<file path="config.mk">
export PLATFORM = sky130hd
export DESIGN_NAME = fifo_ptr_ctrl_flat
export DESIGN_NICKNAME = d
export VERILOG_FILES = /design/src/rtl/fifo_ptr_ctrl_if.sv /design/src/rtl/fifo_ptr_ctrl.sv /design/src/flat_wrapper.sv
export SDC_FILE = /design/constraint.sdc
export NUM_CORES = 1
export LEC_CHECK = 0
export BUFFER_PORTS_ARGS = -buffer_cell sky130_fd_sc_hd__buf_2
export CORE_AREA = 2 2 53 55
export CTS_CLUSTER_SIZE = 24
export DETAILED_ROUTE_END_ITERATION = 16
export DIE_AREA = 0 0 55 57
export HOLD_SLACK_MARGIN = 0.02
export PLACE_DENSITY = 0.8
export SYNTH_ARGS = -nofsm -noshare
export SYNTH_HDL_FRONTEND = slang
export SYNTH_SLANG_ARGS = --single-unit
</file>
<file path="constraint.sdc">
create_clock -name clk -period 4.08 [get_ports clk]
set_input_delay 0.408 -clock clk [delete_from_list [all_inputs] [get_ports clk]]
set_output_delay 0.408 -clock clk [all_outputs]
set_load 0.02 [all_outputs]
</file>
<file path="src/rtl/fifo_ptr_ctrl_if.sv">
// rtl/fifo_ptr_ctrl_if.sv - request, RAM-control and status bundle for fifo_ptr_ctrl
interface fifo_ptr_ctrl_if #(
  parameter int ADDR_W = 4
);
  logic              clr;
  logic              wr_req;
  logic              rd_req;
  logic              ram_we;
  logic [ADDR_W-1:0] ram_waddr;
  logic              ram_re;
  logic [ADDR_W-1:0] ram_raddr;
  logic              rd_valid;
  logic              full;
  logic              empty;
  logic              almost_full;
  logic              almost_empty;
  logic [ADDR_W:0]   count;
  logic [ADDR_W:0]   wr_ptr_gray;
  logic [ADDR_W:0]   rd_ptr_gray;
  logic              overflow;
  logic              underflow;

  modport master (
    output clr, wr_req, rd_req,
    input  ram_we, ram_waddr, ram_re, ram_raddr, rd_valid,
    input  full, empty, almost_full, almost_empty, count,
    input  wr_ptr_gray, rd_ptr_gray, overflow, underflow
  );

  modport slave (
    input  clr, wr_req, rd_req,
    output ram_we, ram_waddr, ram_re, ram_raddr, rd_valid,
    output full, empty, almost_full, almost_empty, count,
    output wr_ptr_gray, rd_ptr_gray, overflow, underflow
  );
endinterface

</file>
<file path="src/rtl/fifo_ptr_ctrl.sv">
// rtl/fifo_ptr_ctrl.sv - FIFO pointer, flag and RAM-control logic for an external sync-read RAM
module fifo_ptr_ctrl #(
  parameter int ADDR_W   = 4,
  parameter int AF_LEVEL = 12,
  parameter int AE_LEVEL = 4
) (
  input  logic           clk,
  input  logic           rst,
  fifo_ptr_ctrl_if.slave bus
);
  localparam int PW = ADDR_W + 1;
  localparam logic [PW-1:0] AF_CNT = PW'(AF_LEVEL);
  localparam logic [PW-1:0] AE_CNT = PW'(AE_LEVEL);

  logic [PW-1:0] wr_bin, rd_bin;
  logic [PW-1:0] wr_gray, rd_gray;
  logic [PW-1:0] wr_bin_nxt, rd_bin_nxt;
  logic [PW-1:0] cnt;
  logic          full_i, empty_i;
  logic          wr_acc, rd_acc;
  logic          rd_valid_q, ovf_q, unf_q;

  // Flags come from the registered Gray pointers so they settle with the reset
  assign empty_i = (wr_gray == rd_gray);
  assign full_i  = (wr_gray == {~rd_gray[PW-1:PW-2], rd_gray[PW-3:0]});

  assign wr_acc     = bus.wr_req & ~full_i  & ~bus.clr;
  assign rd_acc     = bus.rd_req & ~empty_i & ~bus.clr;
  assign wr_bin_nxt = wr_bin + 1'b1;
  assign rd_bin_nxt = rd_bin + 1'b1;
  assign cnt        = wr_bin - rd_bin;

  always_ff @(posedge clk or negedge rst) begin
    if (!rst) begin
      wr_bin     <= '0;
      rd_bin     <= '0;
      wr_gray    <= '0;
      rd_gray    <= '0;
      rd_valid_q <= 1'b0;
      ovf_q      <= 1'b0;
      unf_q      <= 1'b0;
    end else if (bus.clr) begin
      wr_bin     <= '0;
      rd_bin     <= '0;
      wr_gray    <= '0;
      rd_gray    <= '0;
      rd_valid_q <= 1'b0;
      ovf_q      <= 1'b0;
      unf_q      <= 1'b0;
    end else begin
      if (wr_acc) begin
        wr_bin  <= wr_bin_nxt;
        wr_gray <= wr_bin_nxt ^ (wr_bin_nxt >> 1);
      end
      if (rd_acc) begin
        rd_bin  <= rd_bin_nxt;
        rd_gray <= rd_bin_nxt ^ (rd_bin_nxt >> 1);
      end
      rd_valid_q <= rd_acc;
      if (bus.wr_req && full_i)  ovf_q <= 1'b1;
      if (bus.rd_req && empty_i) unf_q <= 1'b1;
    end
  end

  assign bus.ram_we       = wr_acc;
  assign bus.ram_re       = rd_acc;
  assign bus.ram_waddr    = wr_bin[ADDR_W-1:0];
  assign bus.ram_raddr    = rd_bin[ADDR_W-1:0];
  assign bus.rd_valid     = rd_valid_q;
  assign bus.full         = full_i;
  assign bus.empty        = empty_i;
  assign bus.almost_full  = (cnt >= AF_CNT);
  assign bus.almost_empty = (cnt <= AE_CNT);
  assign bus.count        = cnt;
  assign bus.wr_ptr_gray  = wr_gray;
  assign bus.rd_ptr_gray  = rd_gray;
  assign bus.overflow     = ovf_q;
  assign bus.underflow    = unf_q;
endmodule

</file>
<file path="src/flat_wrapper.sv">
// flat-port wrapper written by rule: the top's interface ports become plain ports
module fifo_ptr_ctrl_flat 
#(
  parameter int ADDR_W   = 4,
  parameter int AF_LEVEL = 12,
  parameter int AE_LEVEL = 4
)
  (clk, rst, bus_clr, bus_wr_req, bus_rd_req, bus_ram_we, bus_ram_waddr, bus_ram_re, bus_ram_raddr, bus_rd_valid, bus_full, bus_empty, bus_almost_full, bus_almost_empty, bus_count, bus_wr_ptr_gray, bus_rd_ptr_gray, bus_overflow, bus_underflow);
  fifo_ptr_ctrl_if #(.ADDR_W(ADDR_W)) bus_i ();
  input  logic clk;
  input  logic rst;
  input wire logic [$bits(bus_i.clr)-1:0] bus_clr;
  input wire logic [$bits(bus_i.wr_req)-1:0] bus_wr_req;
  input wire logic [$bits(bus_i.rd_req)-1:0] bus_rd_req;
  output wire logic [$bits(bus_i.ram_we)-1:0] bus_ram_we;
  output wire logic [$bits(bus_i.ram_waddr)-1:0] bus_ram_waddr;
  output wire logic [$bits(bus_i.ram_re)-1:0] bus_ram_re;
  output wire logic [$bits(bus_i.ram_raddr)-1:0] bus_ram_raddr;
  output wire logic [$bits(bus_i.rd_valid)-1:0] bus_rd_valid;
  output wire logic [$bits(bus_i.full)-1:0] bus_full;
  output wire logic [$bits(bus_i.empty)-1:0] bus_empty;
  output wire logic [$bits(bus_i.almost_full)-1:0] bus_almost_full;
  output wire logic [$bits(bus_i.almost_empty)-1:0] bus_almost_empty;
  output wire logic [$bits(bus_i.count)-1:0] bus_count;
  output wire logic [$bits(bus_i.wr_ptr_gray)-1:0] bus_wr_ptr_gray;
  output wire logic [$bits(bus_i.rd_ptr_gray)-1:0] bus_rd_ptr_gray;
  output wire logic [$bits(bus_i.overflow)-1:0] bus_overflow;
  output wire logic [$bits(bus_i.underflow)-1:0] bus_underflow;
  assign bus_i.clr = bus_clr;
  assign bus_i.wr_req = bus_wr_req;
  assign bus_i.rd_req = bus_rd_req;
  assign bus_ram_we = bus_i.ram_we;
  assign bus_ram_waddr = bus_i.ram_waddr;
  assign bus_ram_re = bus_i.ram_re;
  assign bus_ram_raddr = bus_i.ram_raddr;
  assign bus_rd_valid = bus_i.rd_valid;
  assign bus_full = bus_i.full;
  assign bus_empty = bus_i.empty;
  assign bus_almost_full = bus_i.almost_full;
  assign bus_almost_empty = bus_i.almost_empty;
  assign bus_count = bus_i.count;
  assign bus_wr_ptr_gray = bus_i.wr_ptr_gray;
  assign bus_rd_ptr_gray = bus_i.rd_ptr_gray;
  assign bus_overflow = bus_i.overflow;
  assign bus_underflow = bus_i.underflow;
  fifo_ptr_ctrl #(.ADDR_W(ADDR_W), .AF_LEVEL(AF_LEVEL), .AE_LEVEL(AE_LEVEL)) u_core (.clk(clk), .rst(rst), .bus(bus_i));
endmodule
</file>
# After elaboration in Yosys (flattened, before gate mapping)
# Index checks and enable logic that the tools add are counted.
# totals
ff_bits,23
wordCells,43
out_inout_bits,32
# op_classes
addsub,3
n_bitwise,10
n_lt_le_gt_ge,2
n_mux,13
reduce_logical,6
eq_ne,2
# op_table
cell,n
5-bit two-way mux,8
5-bit by 1-bit adder with 5-bit output (second input constant),2
5-bit equality test,2
5-bit by 4-bit bitwise XOR with 5-bit output,2
2-bit nonzero test,4
5-bit by 4-bit greater-or-equal comparator with 1-bit output (second input constant),1
5-bit by 3-bit less-or-equal comparator with 1-bit output (second input constant),1
1-bit two-way mux,5
5-bit subtractor,1
1-bit bitwise AND,4
1-bit inverter,3
1-bit logical AND,2
2-bit inverter,1

# Longest topological paths before layout
# depth
depth_word,7
ltp_mapped,8

# Worst setup path after synthesis
# Ideal clock, no wire load.
# synth_path
path_type,register to output
from,reg u_core.wr_bin[0]
to,out bus_almost_empty
path_slack_ns,1.428
path_stages_with_launch,9
required_ns,3.672
arrival_time_ns,2.244
path_cell_list,dfrtp_1 > inv_1 > ha_1 > fa_1 > inv_1 > a21o_1 > a21oi_1 > xor2_1 > a211oi_1
# synth_between
elab_chain_cells,2
# synth_rtl
item,line,rtl
from (decl),fifo_ptr_ctrl.sv:15,"logic [PW-1:0] wr_bin, rd_bin;"
from (signal assigned),fifo_ptr_ctrl.sv:52,wr_bin <= wr_bin_nxt;
5-bit subtractor,fifo_ptr_ctrl.sv:31,assign cnt = wr_bin - rd_bin;
net bus_count[4],flat_wrapper.sv:24,output wire logic [$bits(bus_i.count)-1:0] bus_count;
5-bit by 3-bit less-or-equal comparator with 1-bit output,fifo_ptr_ctrl.sv:73,assign bus.almost_empty = (cnt <= AE_CNT);
to (decl),flat_wrapper.sv:23,output wire logic [$bits(bus_i.almost_empty)-1:0] bus_almost_empty;
# The timed path passes the listed nets, and every way through them passes these cells.

# Final worst setup path
# layout_path
from,reg u_core.wr_bin[0]
to,out bus_almost_empty
# layout_between
elab_chain_cells,2
# layout_rtl
item,line
5-bit subtractor,fifo_ptr_ctrl.sv:31
5-bit by 3-bit less-or-equal comparator with 1-bit output,fifo_ptr_ctrl.sv:73
# No other way between the ends.

==> flow_metrics.tcl <==
set metrics [dict create \
    setup-tns-final_ns 0 \
    syn_inst 135 \
    cts_root_buf "clkbuf_4" \
    start_util 0.511 \
    syn_area_um2 1340 \
    synth_warnings 0 \
    core-area_um2 2620 \
    cts_resized 0 \
    cts_hold_repair.buffers 0 \
    finalPower_mw 0.796 \
    crit_path_frequent_cell "inv_1" \
    ys_ff_latch 21 \
    postRouteWirelength_um 2950 \
    vias 1093 \
    ant_nets 0 \
    die_x_um 55 \
    peakVddDrop_uv 418 \
    globalRouteTotalUtil 0.208 \
    cp.arrival_ns 2.30 \
    area_growth_pct 17.5 \
    cts.sinks 21 \
    rsz0062_at_grt "false" \
    h-tree-depth 1 \
    finalHoldViolCount 0 \
    globalplace.congestion 0.803 \
    diodes 0 \
    synth.distinct_cells 30 \
    grt_max_degree 23 \
    viasPerCell 5.38 \
    dp_hpwl_um 2210 \
    slowest_stage "dfrtp_1" \
    final.setup_skew_ns 0.00735 \
    dieArea_um2 3140 \
    routedWlPerCell_um 14.5 \
    outcome "finished, final reports clean" \
    clock_latency_ns 0.29 \
    cp-start-kind "register" \
    pwr_density_cell_nw_per_um2 508 \
    holdCritPathClass "in2async" \
    finalCritPeriodShare 0.665 \
    crit_path_cell_trace "inv_1 -> ha_1 -> fa_1 -> inv_1 -> a21o_1 -> a21oi_1 -> xor2_1 -> a211oi_1 -> buf_2" \
    critPathBufInv 3 \
    cp_slowest_stage_delay_ns 0.45 \
    clk_path_buf_depth 2 \
    period_needed_ns 2.71 \
    mostFrequentLayoutCell "buf_2" \
    tightest_slew_ns 0.481 \
    cts.reportedPaths.clkPinSlew_ns 0.12 \
    path_delay_family "adder cells" \
    synth_seq_area_share 0.394 \
    antenna_found_initial 0 \
    syn_area_per_cell_um2 9.89 \
    slew_viol_final 0 \
    drive_above_1_share 0.250 \
    rows 19 \
    io_buffer_count 36 \
    required_ns 3.67 \
    ios 37 \
    die_h_um 57 \
    max_slew_margin 0.679 \
    setup_viol 0 \
    synth.area.top_cells "dfrtp_1 (39%), xnor2_1 (12%), mux2i_1 (6.7%)" \
    fin_nets 185 \
    first_pass_iters 4 \
    final_cell_mix "buf_2 (36), nor2_1 (22), dfrtp_1 (21), xnor2_1 (18), inv_1 (10)" \
    yosysTopAreaCellShare 0.394 \
    synth_top_cell_by_area "dfrtp_1" \
    cts_tree "built" \
    grt_pass1_vias 1043 \
    drcViolationCount 0 \
    crit_path_max_fanout 6 \
    synth.net_count 147 \
    grt_pass1_wl_um 4790 \
    cts_setup_buffers 0 \
    power.leakage_nw 0.863 \
    cap_violations 0 \
    drt_iter0_drc 28 \
    cts_buffers 3 \
    fmax_ghz 0.369 \
    grt_remaining_overflow 0 \
    end_kind "primary output" \
    critPathKind "reg2out" \
]
==> metrics by stage <==
| step | worst slack (ns) | cells | cell area [µm²] | hold slack [ns] | utilization |
|---|---|---|---|---|---|
| global placement | 1.83 | 199 | 1540 | 0.393 | 0.590 |
| floorplan | 1.43 | 135 | 1340 | 0.112 | - |
| detailed placement | 1.69 | 199 | 1540 | 0.393 | 0.590 |
| finish | 1.37 | 203 | 1570 | 0.0535 | 0.600 |
| CTS | 1.37 | 203 | 1570 | 0.0625 | 0.600 |
| global route | 1.24 | 203 | 1570 | 0.0703 | 0.600 |
==> cell usage after synthesis <==
cell and count:
xor2_1 9, o211ai_1 4, and4_1 1, nand3_1 1
o21ai_0 2, and3_1 1, mux2i_1 9, o21ai_4 2
or4_1 1, fa_1 1, xnor2_1 18, o211a_1 1
o22ai_1 2, a31oi_1 1, clkbuf_1 3, nor2_1 22
ha_1 6, a21o_1 3, and2_1 1, dfrtp_1 21
nand2_1 3, or2_4 1, a211oi_1 1, a21boi_0 1
inv_1 10, nand2b_1 3, o2111ai_1 1, nand3_2 1
nand4_1 1, a21oi_1 4
==> layout make-up <==
type	count	area, µm²
Multi-Input combinational cell	101	761
Tap cell	31	38.8
Fill cell	242	1050
Timing Repair Buffer	36	180
Inverter	10	37.5
Sequential cell	21	526
Clock buffer	4	26.3
==> logic make-up (layout without fill, tap and decap cells) <==
kind of cell	after synthesis	count (layout)	synth area share
XOR/XNOR	27	27	0.177
buffers and inverters	13	50	0.0366
multiplexers	9	9	0.0675
adder cells (fa/ha/maj)	7	7	0.0712
flip-flops	21	21	0.394
AO/OA/AOI/OAI	22	22	0.126
AND/OR/NAND/NOR	36	36	0.128
==> registers in the layout, summed over array words and instances (netlist names) <==
signal                  count
u_core.bus.rd_ptr_gray      5
u_core.bus.underflow        1
u_core.rd_bin               4
u_core.bus.wr_ptr_gray      5
u_core.wr_bin               4
u_core.bus.overflow         1
u_core.bus.rd_valid         1
==> final timing paths <==
kind | from | to | slack [ns] | cells past startpoint
max | u_core.wr_bin[0] | bus_almost_empty | 1.37 | 9
max in group asynchronous | rst | u_core.bus.wr_ptr_gray[0] | 3.70 | 1
min | rst | u_core.rd_bin[1] | 0.05 | 1
min reg2reg | u_core.bus.overflow | u_core.bus.overflow | 0.52 | 2
max reg2reg | u_core.bus.rd_ptr_gray[4] | u_core.bus.wr_ptr_gray[1] | 2.34 | 5
min in group clk | bus_rd_req | u_core.bus.underflow | 0.43 | 3
==> worst reg2reg max path: cells and delay by family, from the launching register on <==
family          cells  cell delay, ns
compound gates      1            0.33
simple gates        2            0.29
mux                 1            0.23
flops               1            0.46
xor+xnor            1            0.31
==> power breakdown <==
| part | internal [mW] | switching [mW] |
|---|---|---|
| Combinational | 0.162 | 0.274 |
| Clock | 0.0380 | 0.0605 |
| Sequential | 0.233 | 0.0288 |
==> layer usage <==
layer,track usage,up-vias,part of all wire
li1,-,530,-
met1,0.286,541,0.45
met2,0.332,20,0.51
met3,0.0288,2,0.036
met4,0.0732,0,0.0058
met5,0,-,0
No activity file was read; power rests on OpenSTA's default activity.
